<file path="src/rtl/div_ctrl_if.sv">
// Bundle of the pipeline request/result signals and the divider handshake seen by div_ctrl.
// master is the environment (EX stage plus divider), slave is the sequencer.
interface div_ctrl_if #(
    parameter int WIDTH = 32
);
    logic             req;
    logic             op_signed;
    logic [WIDTH-1:0] a;
    logic [WIDTH-1:0] b;
    logic             flush;
    logic             stall;
    logic             done;
    logic             hi_lo_we;
    logic [WIDTH-1:0] hi;
    logic [WIDTH-1:0] lo;
    logic             dv_start;
    logic [WIDTH-1:0] dv_dividend;
    logic [WIDTH-1:0] dv_divisor;
    logic             dv_busy;
    logic [WIDTH-1:0] dv_q;
    logic [WIDTH-1:0] dv_r;

    modport master (
        output req, op_signed, a, b, flush, dv_busy, dv_q, dv_r,
        input  stall, done, hi_lo_we, hi, lo, dv_start, dv_dividend, dv_divisor
    );

    modport slave (
        input  req, op_signed, a, b, flush, dv_busy, dv_q, dv_r,
        output stall, done, hi_lo_we, hi, lo, dv_start, dv_dividend, dv_divisor
    );
endinterface

</file>
<file path="src/rtl/div_ctrl.sv">
// Sequencer between EX and the shared unsigned iterative divider: magnitude conversion,
// start/busy handshake, sign correction of quotient/remainder, stall and flush handling.
module div_ctrl #(
    parameter int WIDTH = 32
) (
    input  logic       clock,
    input  logic       reset,
    div_ctrl_if.slave  bus
);
    typedef enum logic [2:0] {IDLE, START, WAIT, DONE, DRAIN} state_t;

    state_t           state_q, state_d;
    logic             op_signed_q, op_signed_d;
    logic             sa_q, sa_d;
    logic             sb_q, sb_d;
    logic             abort_q, abort_d;
    logic [WIDTH-1:0] hi_q, hi_d;
    logic [WIDTH-1:0] lo_q, lo_d;
    logic [WIDTH-1:0] dividend_q, dividend_d;
    logic [WIDTH-1:0] divisor_q, divisor_d;
    logic             stall_c, done_c, we_c, start_c;
    logic             negate_quot, negate_rem;

    // Quotient sign follows both operands, remainder sign follows the dividend
    assign negate_quot = op_signed_q & (sa_q ^ sb_q);
    assign negate_rem  = op_signed_q & sa_q;

    always_ff @(posedge clock or negedge reset) begin
        if (!reset) begin
            state_q     <= IDLE;
            op_signed_q <= 1'b0;
            sa_q        <= 1'b0;
            sb_q        <= 1'b0;
            abort_q     <= 1'b0;
            hi_q        <= '0;
            lo_q        <= '0;
            dividend_q  <= '0;
            divisor_q   <= '0;
        end else begin
            state_q     <= state_d;
            op_signed_q <= op_signed_d;
            sa_q        <= sa_d;
            sb_q        <= sb_d;
            abort_q     <= abort_d;
            hi_q        <= hi_d;
            lo_q        <= lo_d;
            dividend_q  <= dividend_d;
            divisor_q   <= divisor_d;
        end
    end

    always_comb begin
        state_d     = state_q;
        op_signed_d = op_signed_q;
        sa_d        = sa_q;
        sb_d        = sb_q;
        abort_d     = abort_q;
        hi_d        = hi_q;
        lo_d        = lo_q;
        dividend_d  = dividend_q;
        divisor_d   = divisor_q;
        stall_c     = 1'b0;
        done_c      = 1'b0;
        we_c        = 1'b0;
        start_c     = 1'b0;

        case (state_q)
            IDLE: begin
                stall_c = bus.req;
                abort_d = 1'b0;
                if (bus.req && !bus.flush) begin
                    op_signed_d = bus.op_signed;
                    sa_d        = bus.a[WIDTH-1];
                    sb_d        = bus.b[WIDTH-1];
                    // Divide by zero bypasses the divider entirely
                    if (bus.b == '0) begin
                        lo_d    = '1;
                        hi_d    = bus.a;
                        state_d = DONE;
                    end else begin
                        dividend_d = (bus.op_signed && bus.a[WIDTH-1]) ? -bus.a : bus.a;
                        divisor_d  = (bus.op_signed && bus.b[WIDTH-1]) ? -bus.b : bus.b;
                        state_d    = START;
                    end
                end
            end
            START: begin
                stall_c = 1'b1;
                start_c = 1'b1;
                if (bus.flush) begin
                    abort_d = 1'b1;
                end
                // The handshake must complete even when aborting, so the divider is left clean
                if (bus.dv_busy) begin
                    state_d = (abort_q || bus.flush) ? DRAIN : WAIT;
                end
            end
            WAIT: begin
                stall_c = 1'b1;
                if (bus.flush) begin
                    state_d = DRAIN;
                end else if (!bus.dv_busy) begin
                    lo_d    = negate_quot ? -bus.dv_q : bus.dv_q;
                    hi_d    = negate_rem  ? -bus.dv_r : bus.dv_r;
                    state_d = DONE;
                end
            end
            DONE: begin
                done_c  = 1'b1;
                we_c    = ~bus.flush;
                state_d = IDLE;
            end
            DRAIN: begin
                stall_c = 1'b1;
                if (!bus.dv_busy) begin
                    state_d = IDLE;
                end
            end
            default: begin
                state_d = IDLE;
            end
        endcase
    end

    assign bus.stall       = stall_c;
    assign bus.done        = done_c;
    assign bus.hi_lo_we    = we_c;
    assign bus.dv_start    = start_c;
    assign bus.hi          = hi_q;
    assign bus.lo          = lo_q;
    assign bus.dv_dividend = dividend_q;
    assign bus.dv_divisor  = divisor_q;
endmodule

</file>
<file path="src/flat_wrapper.sv">
// flat-port wrapper written by rule: the top's interface ports become plain ports
module div_ctrl_flat 
#(
    parameter int WIDTH = 32
)
  (clock, reset, bus_req, bus_op_signed, bus_a, bus_b, bus_flush, bus_dv_busy, bus_dv_q, bus_dv_r, bus_stall, bus_done, bus_hi_lo_we, bus_hi, bus_lo, bus_dv_start, bus_dv_dividend, bus_dv_divisor);
  div_ctrl_if #(.WIDTH(WIDTH)) bus_i ();
  input  logic clock;
  input  logic reset;
  input wire logic [$bits(bus_i.req)-1:0] bus_req;
  input wire logic [$bits(bus_i.op_signed)-1:0] bus_op_signed;
  input wire logic [$bits(bus_i.a)-1:0] bus_a;
  input wire logic [$bits(bus_i.b)-1:0] bus_b;
  input wire logic [$bits(bus_i.flush)-1:0] bus_flush;
  input wire logic [$bits(bus_i.dv_busy)-1:0] bus_dv_busy;
  input wire logic [$bits(bus_i.dv_q)-1:0] bus_dv_q;
  input wire logic [$bits(bus_i.dv_r)-1:0] bus_dv_r;
  output wire logic [$bits(bus_i.stall)-1:0] bus_stall;
  output wire logic [$bits(bus_i.done)-1:0] bus_done;
  output wire logic [$bits(bus_i.hi_lo_we)-1:0] bus_hi_lo_we;
  output wire logic [$bits(bus_i.hi)-1:0] bus_hi;
  output wire logic [$bits(bus_i.lo)-1:0] bus_lo;
  output wire logic [$bits(bus_i.dv_start)-1:0] bus_dv_start;
  output wire logic [$bits(bus_i.dv_dividend)-1:0] bus_dv_dividend;
  output wire logic [$bits(bus_i.dv_divisor)-1:0] bus_dv_divisor;
  assign bus_i.req = bus_req;
  assign bus_i.op_signed = bus_op_signed;
  assign bus_i.a = bus_a;
  assign bus_i.b = bus_b;
  assign bus_i.flush = bus_flush;
  assign bus_i.dv_busy = bus_dv_busy;
  assign bus_i.dv_q = bus_dv_q;
  assign bus_i.dv_r = bus_dv_r;
  assign bus_stall = bus_i.stall;
  assign bus_done = bus_i.done;
  assign bus_hi_lo_we = bus_i.hi_lo_we;
  assign bus_hi = bus_i.hi;
  assign bus_lo = bus_i.lo;
  assign bus_dv_start = bus_i.dv_start;
  assign bus_dv_dividend = bus_i.dv_dividend;
  assign bus_dv_divisor = bus_i.dv_divisor;
  div_ctrl #(.WIDTH(WIDTH)) u_core (.clock(clock), .reset(reset), .bus(bus_i));
endmodule
</file>
<file path="config.mk">
export PLATFORM = sky130hd
export DESIGN_NAME = div_ctrl_flat
export DESIGN_NICKNAME = d
export VERILOG_FILES = /design/src/rtl/div_ctrl_if.sv /design/src/rtl/div_ctrl.sv /design/src/flat_wrapper.sv
export SDC_FILE = /design/constraint.sdc
export NUM_CORES = 1
export LEC_CHECK = 0
export BUFFER_PORTS_ARGS = -buffer_cell sky130_fd_sc_hd__buf_4
export CORE_UTILIZATION = 35
export CTS_BUF_LIST = sky130_fd_sc_hd__clkbuf_8
export DETAILED_ROUTE_END_ITERATION = 10
export SYNTH_ARGS = -nofsm -noshare
export SYNTH_HDL_FRONTEND = slang
export SYNTH_SLANG_ARGS = --single-unit
</file>
<file path="constraint.sdc">
create_clock -name clock -period 2.65 [get_ports clock]
set_input_delay 0.3975 -clock clock [delete_from_list [all_inputs] [get_ports clock]]
set_output_delay 0.3975 -clock clock [all_outputs]
set_load 0.02 [all_outputs]
</file>
# Word level (Yosys, flattened, before mapping)
# Index checks and enable logic that the tools add are counted.
[word_totals]
register_bits = 135
input_bits = 134
wordCells = 73
[classes]
add_sub_neg = 4
n_eq_ne = 12
mux = 28
n_bitwise = 5
n_reduce_logical = 15
[ops]
columns = ["operator", "count"]
rows = [
  ["$mux 32", 12],
  ["$neg 32->32", 4],
  ["$pmux 32 s2", 2],
  ["$logic_not 32->1", 1],
  ["$mux 3", 6],
  ["$pmux 3 s4", 1],
  ["$ne 2x2->1 const B", 5],
  ["$eq 3x2->1 const B", 2],
  ["$reduce_and 5->1", 1],
  ["$mux 1", 4],
  ["$ne 2x1->1 const B", 2],
  ["$pmux 1 s2", 2],
  ["$reduce_and 2->1", 2],
  ["$reduce_and 4->1", 1],
  ["$reduce_bool 2->1", 2],
  ["$eq 3x1->1 const B", 1],
  ["$eq 3x3->1 const B", 1],
  ["$logic_and 1x1->1", 3],
  ["$logic_not 3->1", 1],
  ["$ne 3x3->1 const B", 1],
  ["$reduce_and 3->1", 1],
  ["$reduce_or 3->1", 1],
  ["$and 1x1->1", 2],
  ["$mux 2", 1],
  ["other kinds (4)", 5],
]

# Depth between registers and ports, before layout
[depth]
ltp_word = 6
mapped_depth = 10

# Worst setup path after synthesis
# Ideal clock, no wire load.
[synth_path]
path_kind = "input to register"
startpoint = "input port bus_dv_q[0]"
endpoint = "register u_core.lo_q[24], in the netlist u_core.bus.lo[24]"
setup_time_ps = 137
t_arrival_ps = 2414
path_slack_ps = 99
path_stages = 8
path_cell_list = "inv_1 -> ha_1 -> or4b_1 -> or2_2 -> or4_4 -> o41ai_4 -> xor2_1 -> a21oi_1"
[synth_via]
elab_chain_cells = 5
[synth_rtl]
columns = ["item", "line_no", "source"]
rows = [
  ["from (decl)", "flat_wrapper.sv:16", "input wire logic [$bits(bus_i.dv_q)-1:0] bus_dv_q;"],
  ["$neg 32->32", "div_ctrl.sv:103", "lo_d = negate_quot ? -bus.dv_q : bus.dv_q;"],
  ["$mux 32", "div_ctrl.sv:103", ""],
  ["$mux 32", "div_ctrl.sv:102", "end else if (!bus.dv_busy) begin"],
  ["$mux 32", "div_ctrl.sv:100", "if (bus.flush) begin"],
  ["$pmux 32 s2", "div_ctrl.sv:67", "case (state_q)"],
  ["to (signal assigned)", "div_ctrl.sv:46", "lo_q <= lo_d;"],
  ["to (decl)", "div_ctrl.sv:18", "logic [WIDTH-1:0] lo_q, lo_d;"],
]
# No other way between the ends. The select of a mux whose other input is x is not followed.
# A chain may end at the register's enable or synchronous reset.

# Worst setup path after layout
# Same ends and word-level chain as after synthesis.

==> impl_metrics.py <==
metrics = {
    "timing": {
        "tightestPinTransition_ps": 698,
        "fmax_ghz": 0.444,
        "fin_crit_share": 0.849,
        "final.hold.worst_slack_ps": 226,
        "maxSlewViolCount": 0,
        "final.min_clock_period_ps": 2250,
        "grt_setup_unrepaired": "no",
        "slew_headroom": 0.534,
        "report.final.hold_viol_count": 0,
        "final.setup_skew_ps": 17.3,
        "finalSetupViolations": 0,
    },
    "global_route": {
        "maximum_number_of_pins_on_one_net_before_global_route_repair": 62,
        "global_route.usage.total": 0.229,
        "grt_pass1_vias": 7445,
        "groute.layer.met3.usage": 0.0417,
        "antenna_violations_before_repair": 0,
        "gr-usage-met1": 0.319,
        "busiest_layer": "met2",
        "grt_pass1_wl_microns": 41800,
        "globalRouteMet2Util": 0.354,
        "grt_overflow_total": 0,
    },
    "pwr": {
        "total_power_w": 0.0112,
        "vdd_drop_max_mv": 0.589,
        "leakage_nw": 4.90,
        "pwr_density_cell_nw_per_um2": 1020,
    },
    "cts": {
        "clock_sink_count": 135,
        "worst_skew_late_latency_ps": 450,
        "cts_inserted_buffers": 17,
        "cts-root-buf": "sky130_fd_sc_hd__clkbuf_8",
        "clockBufferDepth": 2,
        "cts_max_level": 4,
        "tritoncts": "built",
        "postCtsResizedCells": 0,
        "hold_fix_buffer_count_after_cts": 1,
        "path_clk_slew_ps": 80,
        "post_cts_buffers": 0,
    },
    "final_layout": {
        "final_nets": 1366,
        "num_antenna_cells": 0,
        "final_design_area_no_fill_sq_um": 11000,
        "share_of_cells_above_drive_strength_1": 0.286,
        "area_growth_pct": 37.4,
    },
    "job": {
        "cap_viol_max_count": 0,
    },
    "drt": {
        "wire_per_inst_microns": 17.4,
        "drtAntennaViolNets": 0,
        "drt_first_pass_iters": 5,
        "drc": 0,
        "routed_via_density": 5.19,
        "dr_total_vias": 7889,
        "first_iter_violations": 461,
        "wirelength_microns": 26500,
    },
    "yosys": {
        "yosysMostFrequentCell": "sky130_fd_sc_hd__dfrtp_1",
        "portion_of_the_post_synthesis_area_used_by_sequential_elements": 0.423,
        "number_of_flip_flops_and_latches_in_the_synthesized_netlist": 135,
        "synth_commonest_cells": "135 x sky130_fd_sc_hd__dfrtp_1, 120 x sky130_fd_sc_hd__nand2_1, 119 x sky130_fd_sc_hd__o21ai_0, 118 x sky130_fd_sc_hd__nor2_1, 73 x sky130_fd_sc_hd__a21oi_1",
        "post_synth_edffs": 0,
        "synth-warning-count": 0,
        "synth.avg_cell_area_sq_um": 8.38,
        "fraction_of_registers_with_async_set_reset": 1.00,
        "yosysUniqueCellTypes": 48,
        "synth_top_area_cell": "sky130_fd_sc_hd__dfrtp_1",
        "postSynthNetCount": 1091,
        "synth_top_cells_by_area": "sky130_fd_sc_hd__dfrtp_1 42%, sky130_fd_sc_hd__o21ai_0 7.5%, sky130_fd_sc_hd__xnor2_1 7.5%",
        "synth-main-ff-cell": "sky130_fd_sc_hd__dfrtp_1",
        "syn-cell-area_sq_um": 7980,
        "synthCells": 953,
        "netlist.area_leader.share": 0.423,
    },
    "status": {
        "outcome": "finished, final reports clean",
    },
    "setup_path": {
        "end_kind": "flop",
        "reg2reg_to": "u_core.bus.hi[2]",
        "timing.reg2reg.setup_slack_ps": 590,
        "regToRegStartpoint": "u_core.state_q[0]",
        "critPathLaunchType": "input port",
        "r2r_cells": 7,
        "crit_fanout": 5,
        "critical_path_class": "input port to flop",
        "cp_data_arrival_time_ps": 2580,
        "cp.required_ps": 2980,
    },
    "floorplan": {
        "floorplan.rows": 54,
        "core_region_area_sq_um": 22100,
        "num_io_pins": 266,
        "die_w_microns": 153,
        "die_height_microns": 153,
        "floorplan.die_area_sq_um": 23400,
        "start_util": 0.361,
    },
    "hold_path": {
        "hold_end": "u_core.bus.lo[31]",
        "hold_depth": 3,
        "worstHoldPathType": "input port to flop",
        "hold_start": "bus_dv_q[31]",
    },
    "placed_design": {
        "post-dp-hpwl_microns": 20500,
        "gp_congestion": 0.889,
        "placement.io_buffers": 265,
        "post_dp_cell_area_sq_um": 10500,
    },
}
-- per-layer routing --
layer / wire [microns] / vias up
li1: - / 3892
met1: 12500 / 3699
met2: 11800 / 256
met3: 1490 / 42
met4: 641 / 0
met5: 0 / -
-- flip-flops by register name, summed over array words and instances (netlist names) --
register,flops
u_core.abort_q,1
u_core.bus.dv_dividend,32
u_core.bus.dv_divisor,32
u_core.bus.hi,32
u_core.bus.lo,32
u_core.op_signed_q,1
u_core.sa_q,1
u_core.sb_q,1
u_core.state_q,3
-- critical path: stages --
cell	delay [ps]
sky130_fd_sc_hd__buf_4	110
sky130_fd_sc_hd__inv_1	70
sky130_fd_sc_hd__ha_1	160
sky130_fd_sc_hd__or4b_1	460
sky130_fd_sc_hd__or2_2	310
sky130_fd_sc_hd__or4_4	560
sky130_fd_sc_hd__o41ai_4	230
sky130_fd_sc_hd__xor2_1	180
sky130_fd_sc_hd__a21oi_1	90
-- stage by stage --
stage               setup TNS, ps  instances   util  setup WS, ps
floorplan                       0        953      -          98.7
global placement            -27.3       1488  0.476         -18.3
detailed placement           -180       1488  0.476         -60.4
CTS                             0       1520  0.496           437
global route                    0       1520  0.496           323
finish                          0       1520  0.496           399
-- area by class of cell --
type | count | area, sq um
Clock buffer | 18 | 248
Clock inverter | 13 | 204
Fill cell | 2222 | 11100
Inverter | 21 | 78.8
Multi-Input combinational cell | 746 | 4350
Sequential cell | 135 | 3380
Tap cell | 280 | 350
Timing Repair Buffer | 307 | 2360
-- logic make-up (layout without fill, tap and decap cells) --
| kind of cell | count (synthesis) | count (layout) | synth area share |
|---|---|---|---|
| compound gates | 269 | 269 | 0.198 |
| xor+xnor | 116 | 116 | 0.127 |
| fa+ha+maj | 4 | 4 | 0.00627 |
| buf+inv | 72 | 359 | 0.0354 |
| flops | 135 | 135 | 0.423 |
| mux | 9 | 9 | 0.0118 |
| simple gates | 348 | 348 | 0.198 |
-- report_power, final --
| part | internal, W | total, W | switching, W |
|---|---|---|---|
| sequential | 0.00300 | 0.00360 | 0.000602 |
| clock | 0.00114 | 0.00199 | 0.000856 |
| combinational | 0.00239 | 0.00561 | 0.00323 |
| total | 0.00652 | 0.0112 | 0.00469 |
-- cell usage in the layout (no fill, tap or decap), types with 4 or more instances in the layout --
cell type                     n
sky130_fd_sc_hd__and2_1       6
sky130_fd_sc_hd__nor2_1     117
sky130_fd_sc_hd__o41ai_1      8
sky130_fd_sc_hd__o31ai_1     15
sky130_fd_sc_hd__a21oi_1     72
sky130_fd_sc_hd__bufinv_16    5
sky130_fd_sc_hd__xnor2_1     68
sky130_fd_sc_hd__nor3_1      19
sky130_fd_sc_hd__a41oi_1      4
sky130_fd_sc_hd__o21ai_0    119
sky130_fd_sc_hd__dfrtp_1    135
sky130_fd_sc_hd__or4_1        7
sky130_fd_sc_hd__clkbuf_8    18
sky130_fd_sc_hd__nand3_1     18
sky130_fd_sc_hd__a31oi_1     29
sky130_fd_sc_hd__nor4_1      17
sky130_fd_sc_hd__buf_12       4
sky130_fd_sc_hd__nand2_1    120
sky130_fd_sc_hd__buf_4      301
sky130_fd_sc_hd__inv_1       22
sky130_fd_sc_hd__nand2b_1     8
sky130_fd_sc_hd__or3_1        6
sky130_fd_sc_hd__mux2i_1      6
sky130_fd_sc_hd__o211ai_1     8
sky130_fd_sc_hd__ha_1         4
sky130_fd_sc_hd__nand4_1      8
sky130_fd_sc_hd__xor2_1      48
-- worst max path at each step --
stage                startpoint                 to  slack, ps  cells past startpoint
detailed placement  bus_dv_q[0]  u_core.bus.lo[24]        -60                      9
global placement    bus_dv_q[0]  u_core.bus.lo[30]        -20                      9
CTS                 bus_dv_q[0]  u_core.bus.lo[24]        440                      9
floorplan           bus_dv_q[0]  u_core.bus.lo[24]        100                      8
global route        bus_dv_q[0]  u_core.bus.lo[24]        320                      9
finish              bus_dv_q[0]  u_core.bus.lo[24]        400                      9
Note: power is estimated with default switching activity, not from simulation.
